<file path="config.mk">
export PLATFORM = sky130hd
export DESIGN_NAME = uart_tx_arbiter_flat
export DESIGN_NICKNAME = d
export VERILOG_FILES = /design/src/rtl/uart_tx_arbiter_if.sv /design/src/rtl/uart_tx_arbiter.sv /design/src/flat_wrapper.sv
export SDC_FILE = /design/constraint.sdc
export NUM_CORES = 1
export LEC_CHECK = 0
export ABC_AREA = 1
export BUFFER_PORTS_ARGS = -buffer_cell sky130_fd_sc_hd__buf_2
export CAP_MARGIN = 40
export CORE_AREA = 2 2 62 64
export CTS_CLUSTER_DIAMETER = 200
export DETAILED_ROUTE_END_ITERATION = 16
export DIE_AREA = 0 0 64 66
export PLACE_DENSITY_LB_ADDON = 0.25
export SLEW_MARGIN = 20
export SYNTH_ARGS = -nofsm -noshare
export SYNTH_HDL_FRONTEND = slang
export SYNTH_SLANG_ARGS = --single-unit
</file>
<file path="constraint.sdc">
create_clock -name clk -period 4.8 [get_ports clk]
set_input_delay 0.48 -clock clk [delete_from_list [all_inputs] [get_ports clk]]
set_output_delay 0.48 -clock clk [all_outputs]
set_load 0.03 [all_outputs]
</file>
<file path="src/rtl/uart_tx_arbiter_if.sv">
// Byte-stream bundle between NUM_REQ requesters, the arbiter and a shared uart_tx.
// The master side is the requester/uart_tx environment; the arbiter uses the slave side.
interface uart_tx_arbiter_if #(
  parameter int NUM_REQ = 4
);
  logic [NUM_REQ-1:0]   req_vld;
  logic [8*NUM_REQ-1:0] req_data;
  logic [NUM_REQ-1:0]   req_last;
  logic [NUM_REQ-1:0]   req_rdy;
  logic                 tx_vld;
  logic [7:0]           tx_data;
  logic                 tx_rdy;
  logic [NUM_REQ-1:0]   grant;
  logic                 busy;
  logic                 pkt_abort;
  logic                 pkt_trunc;

  modport master (
    output req_vld, req_data, req_last, tx_rdy,
    input  req_rdy, tx_vld, tx_data, grant, busy, pkt_abort, pkt_trunc
  );

  modport slave (
    input  req_vld, req_data, req_last, tx_rdy,
    output req_rdy, tx_vld, tx_data, grant, busy, pkt_abort, pkt_trunc
  );
endinterface

</file>
<file path="src/rtl/uart_tx_arbiter.sv">
// Packet-granular round-robin arbiter sharing one uart_tx among NUM_REQ byte streams,
// with byte-count and stall watchdogs that force the grant free.
module uart_tx_arbiter #(
  parameter int NUM_REQ     = 4,
  parameter int MAX_PKT_LEN = 64,
  parameter int STALL_CYC   = 1024
) (
  input  logic               clk,
  input  logic               rst,
  uart_tx_arbiter_if.slave   bus
);
  localparam int IDX_W = (NUM_REQ > 1) ? $clog2(NUM_REQ) : 1;
  localparam int BC_W  = $clog2(MAX_PKT_LEN + 1);
  localparam int SC_W  = $clog2(STALL_CYC + 1);

  typedef enum logic {IDLE = 1'b0, XFER = 1'b1} state_e;

  state_e           state_q, state_d;
  logic [IDX_W-1:0] owner_q, owner_d;
  logic [IDX_W-1:0] rr_q, rr_d;
  logic [BC_W-1:0]  byte_cnt_q, byte_cnt_d;
  logic [SC_W-1:0]  stall_cnt_q, stall_cnt_d;
  logic             abort_q, abort_d;
  logic             trunc_q, trunc_d;
  logic             own_vld, own_last, xfer;

  // First requesting index strictly after the last owner, wrapping around.
  function automatic logic [IDX_W-1:0] pick_next(input logic [IDX_W-1:0] rr,
                                                 input logic [NUM_REQ-1:0] vld);
    logic [IDX_W-1:0] sel;
    logic             found;
    int               idx;
    sel   = rr;
    found = 1'b0;
    for (int k = 1; k <= NUM_REQ; k++) begin
      idx = (int'(rr) + k) % NUM_REQ;
      if (!found && vld[idx]) begin
        sel   = IDX_W'(idx);
        found = 1'b1;
      end
    end
    return sel;
  endfunction

  always_comb begin
    own_vld  = bus.req_vld[owner_q];
    own_last = bus.req_last[owner_q];
    xfer     = (state_q == XFER) && own_vld && bus.tx_rdy;
  end

  always_comb begin
    state_d     = state_q;
    owner_d     = owner_q;
    rr_d        = rr_q;
    byte_cnt_d  = byte_cnt_q;
    stall_cnt_d = stall_cnt_q;
    abort_d     = 1'b0;
    trunc_d     = 1'b0;
    bus.tx_vld  = 1'b0;
    bus.tx_data = 8'h00;
    bus.req_rdy = '0;
    case (state_q)
      IDLE: begin
        if (|bus.req_vld) begin
          owner_d     = pick_next(rr_q, bus.req_vld);
          byte_cnt_d  = '0;
          stall_cnt_d = '0;
          state_d     = XFER;
        end
      end
      XFER: begin
        bus.tx_vld           = own_vld;
        bus.tx_data          = bus.req_data[{owner_q, 3'b000} +: 8];
        bus.req_rdy[owner_q] = bus.tx_rdy;
        if (xfer) begin
          byte_cnt_d  = byte_cnt_q + 1'b1;
          stall_cnt_d = '0;
          if (own_last) begin
            state_d = IDLE;
          end else if (byte_cnt_d == BC_W'(MAX_PKT_LEN)) begin
            state_d = IDLE;
            trunc_d = 1'b1;
          end
        end else if (!own_vld) begin
          // Backpressure with a byte waiting holds the counter; only an absent byte counts.
          stall_cnt_d = stall_cnt_q + 1'b1;
          if (stall_cnt_d == SC_W'(STALL_CYC)) begin
            state_d = IDLE;
            abort_d = 1'b1;
          end
        end
        if (state_d == IDLE) rr_d = owner_q;
      end
      default: state_d = IDLE;
    endcase
  end

  always_ff @(posedge clk) begin
    if (rst) begin
      state_q     <= IDLE;
      owner_q     <= '0;
      rr_q        <= IDX_W'(NUM_REQ - 1);
      byte_cnt_q  <= '0;
      stall_cnt_q <= '0;
      abort_q     <= 1'b0;
      trunc_q     <= 1'b0;
    end else begin
      state_q     <= state_d;
      owner_q     <= owner_d;
      rr_q        <= rr_d;
      byte_cnt_q  <= byte_cnt_d;
      stall_cnt_q <= stall_cnt_d;
      abort_q     <= abort_d;
      trunc_q     <= trunc_d;
    end
  end

  assign bus.busy      = (state_q == XFER);
  assign bus.grant     = (state_q == XFER) ? (NUM_REQ'(1) << owner_q) : '0;
  assign bus.pkt_abort = abort_q;
  assign bus.pkt_trunc = trunc_q;
endmodule

</file>
<file path="src/flat_wrapper.sv">
// flat-port wrapper written by rule: the top's interface ports become plain ports
module uart_tx_arbiter_flat 
#(
  parameter int NUM_REQ     = 4,
  parameter int MAX_PKT_LEN = 64,
  parameter int STALL_CYC   = 1024
)
  (clk, rst, bus_req_vld, bus_req_data, bus_req_last, bus_tx_rdy, bus_req_rdy, bus_tx_vld, bus_tx_data, bus_grant, bus_busy, bus_pkt_abort, bus_pkt_trunc);
  uart_tx_arbiter_if #(.NUM_REQ(NUM_REQ)) bus_i ();
  input  logic clk;
  input  logic rst;
  input wire logic [$bits(bus_i.req_vld)-1:0] bus_req_vld;
  input wire logic [$bits(bus_i.req_data)-1:0] bus_req_data;
  input wire logic [$bits(bus_i.req_last)-1:0] bus_req_last;
  input wire logic [$bits(bus_i.tx_rdy)-1:0] bus_tx_rdy;
  output wire logic [$bits(bus_i.req_rdy)-1:0] bus_req_rdy;
  output wire logic [$bits(bus_i.tx_vld)-1:0] bus_tx_vld;
  output wire logic [$bits(bus_i.tx_data)-1:0] bus_tx_data;
  output wire logic [$bits(bus_i.grant)-1:0] bus_grant;
  output wire logic [$bits(bus_i.busy)-1:0] bus_busy;
  output wire logic [$bits(bus_i.pkt_abort)-1:0] bus_pkt_abort;
  output wire logic [$bits(bus_i.pkt_trunc)-1:0] bus_pkt_trunc;
  assign bus_i.req_vld = bus_req_vld;
  assign bus_i.req_data = bus_req_data;
  assign bus_i.req_last = bus_req_last;
  assign bus_i.tx_rdy = bus_tx_rdy;
  assign bus_req_rdy = bus_i.req_rdy;
  assign bus_tx_vld = bus_i.tx_vld;
  assign bus_tx_data = bus_i.tx_data;
  assign bus_grant = bus_i.grant;
  assign bus_busy = bus_i.busy;
  assign bus_pkt_abort = bus_i.pkt_abort;
  assign bus_pkt_trunc = bus_i.pkt_trunc;
  uart_tx_arbiter #(.NUM_REQ(NUM_REQ), .MAX_PKT_LEN(MAX_PKT_LEN), .STALL_CYC(STALL_CYC)) u_core (.clk(clk), .rst(rst), .bus(bus_i));
endmodule
</file>
==> results of run 1 <==
-- report_power, final --
part | switching (mW) | internal (mW)
Combinational | 0.102 | 0.0522
Sequential | 0.0146 | 0.213
Clock | 0.0624 | 0.0326
Total | 0.179 | 0.298
-- flip-flops by register name, indices dropped and copies added (netlist names) --
name and flops:
u_core.bus.pkt_trunc 1, u_core.owner_q 2, u_core.stall_cnt_q 11, u_core.rr_q 2, u_core.byte_cnt_q 7, u_core.bus.busy 1
u_core.bus.pkt_abort 1
-- placed cells by master, fill, tap and decap left out, drive strengths merged --
master / count
a31oi: 8
xnor2: 2
o2111a: 1
nor3: 7
o21ai: 11
a22oi: 9
xor2: 1
a21oi: 25
nand4: 2
or2: 1
clkbuf: 4
inv: 41
dfxtp: 25
ha: 3
nand2: 107
buf: 62
nand3: 41
nor2: 27
-- final cells by class --
| type | instances | share of cell area |
|---|---|---|
| tap | 48 | 0.0269 |
| sequential | 25 | 0.224 |
| clock buffer | 4 | 0.0118 |
| inverter | 41 | 0.0690 |
| multi-input combinational | 245 | 0.529 |
| timing repair buffer | 62 | 0.139 |
-- worst paths after layout --
check,startpoint,slack (ns),cells past startpoint,end
max,u_core.owner_q[1],2.38,6,bus_tx_data[4]
min,u_core.byte_cnt_q[5],0.49,2,u_core.byte_cnt_q[5]
max reg2reg,u_core.owner_q[1],2.76,7,u_core.stall_cnt_q[1]
min reg2reg,u_core.byte_cnt_q[5],0.49,2,u_core.byte_cnt_q[5]
-- worst max-delay path: stages, from the launching register on --
cell and delay, ns:
dfxtp_1 0.80, inv_1 0.12, nand2_1 0.14, inv_2 0.11, a22oi_1 0.15, a31oi_1 0.10, buf_2 0.19
-- kinds of logic (layout without fill, tap and decap cells) --
logic type,after synthesis,count (layout),synth area share
flip-flops,25,25,0.264
AND/OR/NAND/NOR,185,185,0.422
adder cells (fa/ha/maj),3,3,0.0198
buffers and inverters,52,107,0.116
XOR/XNOR,3,3,0.0138
AO/OA/AOI/OAI,54,54,0.165
-- metrics by stage --
stage	cell area [µm²]	instances	total power, mW	setup WS (ns)	hold WS, ns
global route	2230	425	0.512	2.13	0.515
floorplan	1900	322	0.341	2.68	0.447
finish	2230	425	0.476	2.38	0.486
global placement	2200	421	0.384	2.79	0.465
CTS	2230	425	0.482	2.37	0.492
detailed placement	2200	421	0.385	2.75	0.473
-- metal layers --
| metal | vias up | GRT usage |
|---|---|---|
| met5 | - | 0 |
| met4 | 0 | 0.0951 |
| met3 | 6 | 0.0341 |
| met2 | 75 | 0.444 |
| met1 | 953 | 0.276 |
| li1 | 1159 | - |
==> results.cfg, run 1 <==
[status]
outcome = finished, final reports clean

[grt]
grt_antenna_before_repair = 0
track_usage = 0.240
grt_pass1_vias = 1972
grt_pass1_wl_um = 8190
grt_overflow_total = 0
grt_max_degree = 25

[sta]
fin_setup_tns_ns = 0
slew_viol_final = 0
post-route-min-period_ns = 2.42
setup_viol = 0
rsz0062_at_grt = no
tightest_slew_ns = 0.711
worst_clock_skew_ns = 0.00234
finalHoldViolCount = 0
maxSlewHeadroom = 0.525
min_period_over_period = 0.505
fmax_mhz = 413

[logic_synthesis]
yosysSeqAreaShare = 0.264
synth_top_area_cell = dfxtp_1
ys_warn_count = 0
synthTopCellsByCount = nand2_1, nand3_1, inv_1
synth_ff_type = dfxtp_1
synth_edf_count = 0
ys_async_sr_fraction = 0
synth_top_area_share = 0.264
synth.cell_area_um2 = 1900
synthMostInstantiatedCell = nand2_1
yosys-top-cells-area = dfxtp_1, nand2_1, nand3_1
postSynthCellCount = 322
syn_area_per_cell_um2 = 5.90
syn_nets = 368
yosysUniqueCellTypes = 28
ys_seq_elements = 25

[route]
route.detailed.drc = 0
viasPerCell = 5.16
drt_iter0_drc = 150
dr.pass1.iters = 4
met2RoutedLength_um = 2260
route.met3.wl_um = 320
avgRoutedWirePerCell_um = 11.4
wl_met1_um = 2190
routed_wl_um = 4830
route.top_layer_used = met4
vias = 2193
drt.antenna.violating_nets = 0

[clocking]
cts_tree = built
cts.sinks = 25
htree_num_levels = 1
cts_buffers = 3
clock-root-buffer = clkbuf_4
clock_latency_ns = 0.32
postCtsSetupBuffers = 0
ctsResizeCount = 0
path_clk_slew_ns = 0.13
clock_path_buffers = 2
hold_buffers = 0

[run]
drv_cap = 0

[die]
rows = 22
die_y_um = 66
initial_core_util = 0.535
die_w_um = 64
coreArea_um2 = 3550
die-area_um2 = 4220
ios = 63

[critical_path]
crit_path_start_kind = flip-flop
crit_fanout = 24
worstPathRequired_ns = 4.32
worstSetupPathType = flip-flop to output pin
worst_setup_path_end_kind = output pin
cp.arrival_ns = 1.94

[worst_hold_path]
hold_class = flip-flop to flip-flop

[final_layout]
regArea_um2 = 500
multiInputGateArea_um2 = 1180
synthToLayoutAreaGrowth_pct = 17.4
design.final.nets = 424
num_antenna_cells = 0
fill_cells = 321
final_util = 0.628
final_layout_size_suffix_gt1_frac = 0.207

[pwr]
p_per_area_nw_per_um2 = 214
p_leak_nw = 1.11
peakVddDrop_v = 0.000132

[placement]
globalplace.congestion = 0.858
dpl.hpwl_um = 3660
port_buffers = 62
No activity file was read; power rests on OpenSTA's default activity.
==> run 2, diff against run 1 <==
Settings changed: CORE_AREA 2 2 62 64 to 2 2 68 70, DIE_AREA 0 0 64 66 to 0 0 70 72.
Clock period 4.8 ns to 2.18 ns, I/O delays scaled along.
==> run 2 against run 1 <==
Effect of this change: final cell count rose by 1.9%; critical endpoint is now bus_tx_data[7]; via count rose by 1.1%; largest cell class unchanged; final area rose by 2.5%; clock skew rose by 0.0021 ns; die area rose by 19%.
==> results.cfg, run 2 (synthesis results as in run 1) <==
[status]
outcome = finished, final reports clean

[die]
rows = 24
ios = 63
die_w_um = 70
die-area_um2 = 5040
initial_core_util = 0.445
die_y_um = 72
coreArea_um2 = 4260

[grt]
grt_max_degree = 21
grt_overflow_total = 0
grt_pass1_vias = 2061
track_usage = 0.203
grt_antenna_before_repair = 0
grt_pass1_wl_um = 8510

[critical_path]
rrSetupSlack_ns = 0.39
reg2reg_from = u_core.stall_cnt_q[0]
rr_endpoint = u_core.rr_q[0]
crit_fanout = 13
crit_path_start_kind = flip-flop
cp.arrival_ns = 1.74
worst_setup_path_end_kind = output pin
startpoint = u_core.owner_q[0]
worstPathRequired_ns = 1.96
worstSetupPathType = flip-flop to output pin
reg2reg_depth = 12
critPathCapture = bus_tx_data[7]

[route]
drt.antenna.violating_nets = 0
dr.pass1.iters = 4
routed_wl_um = 4920
route.detailed.drc = 0
drt_iter0_drc = 120
avgRoutedWirePerCell_um = 11.4
vias = 2217
viasPerCell = 5.12

[sta]
min_period_over_period = 0.898
fmax_mhz = 511
tightest_slew_ns = 0.410
rsz0062_at_grt = no
slew_viol_final = 0
setup_viol = 0
maxSlewHeadroom = 0.724
post-route-min-period_ns = 1.96
fin_setup_tns_ns = 0
worst_clock_skew_ns = 0.00447
finalHoldViolCount = 0

[final_layout]
final_common_cell = nand2_1
largest_register_ffs = 11
num_antenna_cells = 0
top_register = u_core.stall_cnt_q
fill_cells = 458
design.final.nets = 428
reg_top3 = u_core.stall_cnt_q (11), u_core.byte_cnt_q (7)
synthToLayoutAreaGrowth_pct = 20.3
final_layout_size_suffix_gt1_frac = 0.218
final_cell_mix = nand2_1, buf_2, nand3_1
final_util = 0.536
fin_cells = 433
fin_area_um2 = 2280

[placement]
place_area_um2 = 2240
globalplace.congestion = 0.885
dpl.hpwl_um = 3830
port_buffers = 62
dp.cells = 429

[clocking]
htree_num_levels = 1
clock_path_buffers = 2
cts.sinks = 25
cts_tree = built
postCtsSetupBuffers = 0
path_clk_slew_ns = 0.09
hold_buffers = 0
cts_buffers = 3
ctsResizeCount = 0
clock-root-buffer = clkbuf_8
clock_latency_ns = 0.28

[pwr]
fin_total_pwr_mw = 1.14
p_per_area_nw_per_um2 = 497
peakVddDrop_v = 0.000275
p_leak_nw = 1.14

[worst_hold_path]
hold_class = input port to flip-flop

[run]
drv_cap = 0
run 2: cell types whose count changed in the layout (fill, tap and decap cells not counted):
cell / previous run / this run
clkinv_2: 0 / 1
clkbuf_8: 0 / 3
clkbuf_1: 1 / 0
clkbuf_4: 3 / 0
buf_4: 0 / 4
run 2: layer usage:
| metal | global-route usage | share of wire | vias up |
|---|---|---|---|
| met2 | 0.370 | 0.43 | 112 |
| met4 | 0.0876 | 0.027 | 0 |
| met5 | 0 | 0 | - |
| met1 | 0.238 | 0.45 | 927 |
| li1 | - | - | 1165 |
| met3 | 0.0292 | 0.094 | 13 |
run 2: how the worst min path moves through the flow:
| stage | to | depth (start not counted) | start |
|---|---|---|---|
| after detailed placement | u_core.byte_cnt_q[0] | 1 | u_core.byte_cnt_q[0] |
| final | u_core.bus.pkt_trunc | 5 | bus_req_last[1] |
| after global placement | u_core.byte_cnt_q[5] | 2 | u_core.byte_cnt_q[5] |
| after floorplan | u_core.rr_q[0] | 2 | rst |
| after global routing | u_core.bus.pkt_trunc | 5 | bus_req_last[1] |
| after CTS | u_core.bus.pkt_trunc | 5 | bus_req_last[1] |
run 2: power breakdown:
part	switching (mW)	leakage, nW	internal (mW)	total [mW]
logic	0.244	0.910	0.123	0.367
registers	0.0145	0.203	0.468	0.483
clock network	0.157	0.0255	0.128	0.286
run 2: area by class of cell:
type | count | area (µm²) | area share
clock buffers | 3 | 41.3 | 0.0181
clock inverters | 1 | 5.00 | 0.00219
inverters | 41 | 154 | 0.0674
multi-input cells | 245 | 1180 | 0.516
flip-flops and latches | 25 | 500 | 0.219
well taps | 52 | 65.1 | 0.0285
repair buffers | 66 | 340 | 0.149
run 2: critical path, stage by stage (launching register included):
cell and delay, ns:
dfxtp_1 0.35, buf_4 0.19, nor2_2 0.32, a22oi_1 0.16, a31oi_1 0.21, buf_2 0.24
run 2: per-stage QoR:
step,hold WS (ns),setup slack [ns]
6_report,0.344,0.223
3_3_place_gp,0.465,0.401
3_5_place_dp,0.469,0.416
4_1_cts,0.342,0.245
5_1_grt,0.353,0.0956
2_1_floorplan,0.379,0.320
